**src/rtl/pcm_fifo_player_if.sv**
```systemverilog
// FIFO read port seen by the PCM player.
// master pops; slave is the FIFO read side.
interface pcm_fifo_player_if;
  logic       fifo_rd;
  logic       fifo_empty;
  logic [7:0] fifo_data;

  modport master (
    output fifo_rd,
    input  fifo_empty,
    input  fifo_data
  );

  modport slave (
    input  fifo_rd,
    output fifo_empty,
    output fifo_data
  );
endinterface

```
**src/rtl/pcm_fifo_player.sv**
```systemverilog
// Sample-rate FIFO reader feeding an 8-bit PWM DAC.
// PCM_UNDERRUN_MIDSCALE_EN: empty tick loads mid-scale.
module pcm_fifo_player #(
  parameter int unsigned CLK_DIV = 2268
) (
  input  logic               clk,
  input  logic               reset,
  input  logic               enable,
  pcm_fifo_player_if.master  fifo,
  input  logic               clr_underrun,
  output logic               pwm_out,
  output logic [7:0]         sample,
  output logic               underrun
);

  typedef enum logic [1:0] {
    IDLE,
    READ,
    CAPT
  } state_t;

  localparam logic [15:0] DIV_LAST = 16'(CLK_DIV - 1);

  logic [15:0] div_cnt;
  logic        tick;
  state_t      state_q;
  state_t      state_d;
  logic        empty_tick;
  logic        capt;
  logic [7:0]  pend;
  logic [7:0]  pwm_cnt;
  logic        boundary;

  assign tick     = enable && (div_cnt == DIV_LAST);
  assign capt     = (state_q == CAPT);
  assign boundary = (pwm_cnt == 8'hFF);

  assign fifo.fifo_rd = (state_q == READ);

  // sample-rate divider, held at zero while disabled
  always_ff @(posedge clk) begin
    if (reset || !enable) begin
      div_cnt <= '0;
    end else if (div_cnt == DIV_LAST) begin
      div_cnt <= '0;
    end else begin
      div_cnt <= div_cnt + 16'd1;
    end
  end

  // read FSM state register
  always_ff @(posedge clk) begin
    if (reset) begin
      state_q <= IDLE;
    end else begin
      state_q <= state_d;
    end
  end

  // read FSM next state; enable does not abort a pop
  always_comb begin
    state_d    = state_q;
    empty_tick = 1'b0;
    unique case (state_q)
      IDLE: begin
        if (tick) begin
          if (fifo.fifo_empty) begin
            empty_tick = 1'b1;
          end else begin
            state_d = READ;
          end
        end
      end
      READ:    state_d = CAPT;
      CAPT:    state_d = IDLE;
      default: state_d = IDLE;
    endcase
  end

  // pending sample buffer
  always_ff @(posedge clk) begin
    if (reset) begin
      pend <= 8'h80;
    end else if (capt) begin
      pend <= fifo.fifo_data;
`ifdef PCM_UNDERRUN_MIDSCALE_EN
    end else if (empty_tick) begin
      pend <= 8'h80;
`else
    end else begin
      pend <= pend;
`endif
    end
  end

  // free-running PWM counter and comparator
  always_ff @(posedge clk) begin
    if (reset) begin
      pwm_cnt <= '0;
      pwm_out <= 1'b0;
    end else begin
      pwm_cnt <= pwm_cnt + 8'd1;
      pwm_out <= (pwm_cnt < sample);
    end
  end

  // sample swaps only at period end; bypass a same-cycle capture
  always_ff @(posedge clk) begin
    if (reset) begin
      sample <= 8'h80;
    end else if (boundary) begin
      sample <= capt ? fifo.fifo_data : pend;
    end
  end

  // sticky underrun; a new empty tick beats a clear
  always_ff @(posedge clk) begin
    if (reset) begin
      underrun <= 1'b0;
    end else if (empty_tick) begin
      underrun <= 1'b1;
    end else if (clr_underrun) begin
      underrun <= 1'b0;
    end
  end

endmodule

```
**src/flat_wrapper.sv**
```systemverilog
// flat-port wrapper written by rule: the top's interface ports become plain ports
module pcm_fifo_player_flat 
#(
  parameter int unsigned CLK_DIV = 2268
)
  (clk, reset, enable, clr_underrun, pwm_out, sample, underrun, fifo_fifo_rd, fifo_fifo_empty, fifo_fifo_data);
  pcm_fifo_player_if fifo_i ();
  input  logic clk;
  input  logic reset;
  input  logic enable;
  input  logic clr_underrun;
  output logic pwm_out;
  output logic [7:0] sample;
  output logic underrun;
  output wire logic [$bits(fifo_i.fifo_rd)-1:0] fifo_fifo_rd;
  input wire logic [$bits(fifo_i.fifo_empty)-1:0] fifo_fifo_empty;
  input wire logic [$bits(fifo_i.fifo_data)-1:0] fifo_fifo_data;
  assign fifo_fifo_rd = fifo_i.fifo_rd;
  assign fifo_i.fifo_empty = fifo_fifo_empty;
  assign fifo_i.fifo_data = fifo_fifo_data;
  pcm_fifo_player #(.CLK_DIV(CLK_DIV)) u_core (.clk(clk), .reset(reset), .enable(enable), .fifo(fifo_i), .clr_underrun(clr_underrun), .pwm_out(pwm_out), .sample(sample), .underrun(underrun));
endmodule
```
**config.mk**
```make
export PLATFORM = sky130hd
export DESIGN_NAME = pcm_fifo_player_flat
export DESIGN_NICKNAME = d
export VERILOG_FILES = /design/src/rtl/pcm_fifo_player_if.sv /design/src/rtl/pcm_fifo_player.sv /design/src/flat_wrapper.sv
export SDC_FILE = /design/constraint.sdc
export NUM_CORES = 1
export LEC_CHECK = 0
export CAP_MARGIN = 20
export CORE_UTILIZATION = 40
export CTS_BUF_LIST = sky130_fd_sc_hd__clkbuf_2 sky130_fd_sc_hd__clkbuf_4 sky130_fd_sc_hd__clkbuf_8
export DETAILED_ROUTE_END_ITERATION = 7
export RECOVER_POWER = 50
export SETUP_SLACK_MARGIN = 0.4
export SLEW_MARGIN = 40
export SYNTH_ARGS = -nofsm -noshare
export SYNTH_HDL_FRONTEND = slang
export SYNTH_SLANG_ARGS = --single-unit
```
**constraint.sdc**
```tcl
create_clock -name clk -period 1.9 [get_ports clk]
set_input_delay 0.475 -clock clk [delete_from_list [all_inputs] [get_ports clk]]
set_output_delay 0.475 -clock clk [all_outputs]
set_load 0.01 [all_outputs]
```
==> impl_metrics.toml <==
[synth]
synth_edf_count = 0
postSynthAreaPerCell_sq_um = 9.302
yosys_warnings = 0
syn-num-nets = 227
synth-seq-cells = 44
synth.area.top_cells = "dfxtp_1 46%, nor2_1 7.7%, xnor2_1 6.4%, ha_1 5.9%, mux2i_1 4.7%"
netlist.area_leader.share_pct = 46.19
async_flop_share_pct = 0
synth_seq_area_share_pct = 46.19
syn_inst = 205
yosys.area.top_type = "dfxtp_1"
netlist_area_sq_mm = 0.001907
synth.distinct_cells = 35
synth-main-ff-cell = "dfxtp_1"

[global_route]
grt_pass1_wl_microns = 5844
grt_max_degree = 28
antenna_found_initial = 0
overflow = 0
grt_usage_pct = 15.07
grt_pass1_vias = 1272

[sta]
slew_headroom_pct = 64.91
rsz0062_at_grt = "yes"
tightest_slew_ns = 0.5263
finalHoldViolations = 0
finalCriticalPeriod_ns = 1.524
clock_skew_ns = 0.004394
setup_tns_ns = 0
max_freq_ghz = 0.6561
setup_viol = 0
slew_viol_final = 0
fin_crit_sh_pct = 80.22

[layout]
nets = 259
final_core_util_pct = 53.50
nFillCells = 432
drive_above_1_share_pct = 18.49
seq_area_sq_um = 890.9
areaGrowthSynthToFinish_pct = 25.53
antenna_cells = 0
multi_input_area_sq_mm = 0.001018

[floorplan]
ios = 24
std_cell_rows = 24
die_w_microns = 71.05
start_util_pct = 42.62
fp.dieH_microns = 71.05
coreArea_sq_mm = 0.004474
die-area_sq_mm = 0.005047

[setup_path]
critPathTopFamily = "simple AND/OR/NAND/NOR gates"
start_kind = "register"
crit_path_top_delay_cell = "or4_4"
max_stage_delay_ns = 0.45
path_buf_inv = 0
critPathCaptureType = "register"
crit_chain = "ha_1, nor3b_4, nand4_1, or4_4, o21ai_2"
critPathArrivalTime_ns = 1.76
critPathRequiredTime_ns = 2.13
crit_type = "reg2reg"
crit_fanout = 3

[detailed_routing]
postRouteWirelength_microns = 3640
wire_per_inst_microns = 12.55
drc = 3
drtIter0Drc = 47
vias = 1478
drt-pass1-iter-count = 6
via_per_inst = 5.097
drt.antenna.violating_nets = 0

[placed_design]
port_buffers = 23
globalplace.congestion = 0.7947
dpl.hpwl_microns = 2413

[clock_network]
clock_sinks = 44
htree_levels = 2
path_clk_slew_ns = 0.08
cts_root_buf = "clkbuf_8"
cts_buffer_depth = 2
cts_hold_buf = 0
numCtsBuffers = 5
clk_latency_ns = 0.29
cts_tree = "yes"

[power]
vdd_drop_max_v = 0.0004808
p_leak_nw = 0.8579
p_per_area_mw_per_mm2 = 684.6

[flow_run]
cap_violations = 0

[status]
violations = "design-rule violations"
status = "finished, violations left"

[worst_hold_path]
hp-class = "reg2reg"
## per-stage QoR
stage	hold WS (ns)	power [mW]	cell area, sq um	instances	setup WS, ns
after detailed placement	0.4462	1.031	2195	277	0.07804
after global placement	0.4358	1.031	2195	277	0.09466
after floorplan	0.4198	0.9954	1909	205	0.4082
final	0.4801	1.639	2394	290	0.3758
after CTS	0.4825	1.652	2320	288	0.3040
after global routing	0.5109	1.702	2394	290	0.2388
## Yosys cell counts, types with 2 or more instances
master and n:
or4_1 2, inv_1 12, xnor2_1 14, xor2_1 4, mux2i_1 9, nor4_1 5, nand4_1 4, ha_1 9
a211oi_1 8, a21oi_1 3, nand3_1 8, or3_1 2, dfxtp_1 44, nand2_1 8, clkbuf_1 3, nand2b_1 3
o21ai_0 2, buf_2 2, o21a_1 2, nor2b_1 4, nor3_1 5, nor2_1 39
## cells in the final DEF (no fill, tap or decap), types with 4 or more instances in the layout
| cell type | netlist | layout |
|---|---|---|
| a211oi_1 | 8 | 8 |
| buf_4 | 1 | 6 |
| clkbuf_8 | 0 | 6 |
| clkdlybuf4s50_1 | 0 | 10 |
| dfxtp_1 | 44 | 36 |
| dfxtp_2 | 0 | 8 |
| dlygate4sd2_1 | 0 | 12 |
| ha_1 | 9 | 8 |
| inv_1 | 12 | 12 |
| mux2i_1 | 9 | 9 |
| nand2_1 | 8 | 7 |
| nand3_1 | 8 | 6 |
| nand4_1 | 4 | 4 |
| nor2_1 | 39 | 38 |
| nor3_1 | 5 | 5 |
| nor4_2 | 1 | 4 |
| xnor2_1 | 14 | 14 |
| xor2_1 | 4 | 4 |
## routing by layer
layer  vias to the layer above  routed length, microns  GRT usage, %
met5                         -                       0             0
met4                         0                      88         8.222
met3                         7                     168         3.846
met2                        32                    1596         22.86
met1                       680                    1787         19.68
li1                        759                       -             -
## flip-flops by register name, indices dropped and copies added (netlist names)
signal,cells
u_core.sample,8
u_core.div_cnt,16
u_core.underrun,1
u_core.pend,8
u_core.state_q,2
u_core.pwm_out,1
u_core.pwm_cnt,8
## final timing paths
kind	cells after the start	slack, ns	to	startpoint
hold / removal	2	0.48	u_core.underrun	u_core.underrun
setup / recovery	5	0.38	u_core.underrun	u_core.div_cnt[0]
hold reg to reg	2	0.48	u_core.underrun	u_core.underrun
setup reg to reg	5	0.38	u_core.underrun	u_core.div_cnt[0]
## layout make-up
| class | count | share of cell area (%) |
|---|---|---|
| tap | 52 | 2.718 |
| multi-input combinational | 142 | 42.55 |
| clock buffer | 8 | 4.077 |
| sequential | 44 | 37.22 |
| inverter | 12 | 1.882 |
| timing repair buffer | 32 | 11.55 |
## worst reg2reg max path, stage by stage, from the launching register on
cell	delay (ns)
dfxtp_1	0.34
ha_1	0.20
nor3b_4	0.19
nand4_1	0.14
or4_4	0.46
o21ai_2	0.13
## cells by family after synthesis
logic type,share of synthesized area [%]
compound gates,6.562
flops,46.19
simple gates,23.88
mux,4.725
buf+inv,4.462
fa+ha+maj,5.906
xor+xnor,8.268
## what timing repair did
action / 4_1_cts / 5_1_grt
gates resized for setup: 19 / 24
setup buffers: 3 / 2
pin swaps: 5 / 5
setup endpoints to repair: 20 / 15
## report_power, final
part | total, mW | internal (mW) | leakage (nW) | switching [mW]
Clock | 0.625 | 0.325 | 0.0523 | 0.300
Sequential | 0.939 | 0.930 | 0.360 | 0.00902
Combinational | 0.0739 | 0.0427 | 0.446 | 0.0312
Total | 1.64 | 1.30 | 0.858 | 0.340
(Power assumes the default switching activity.)
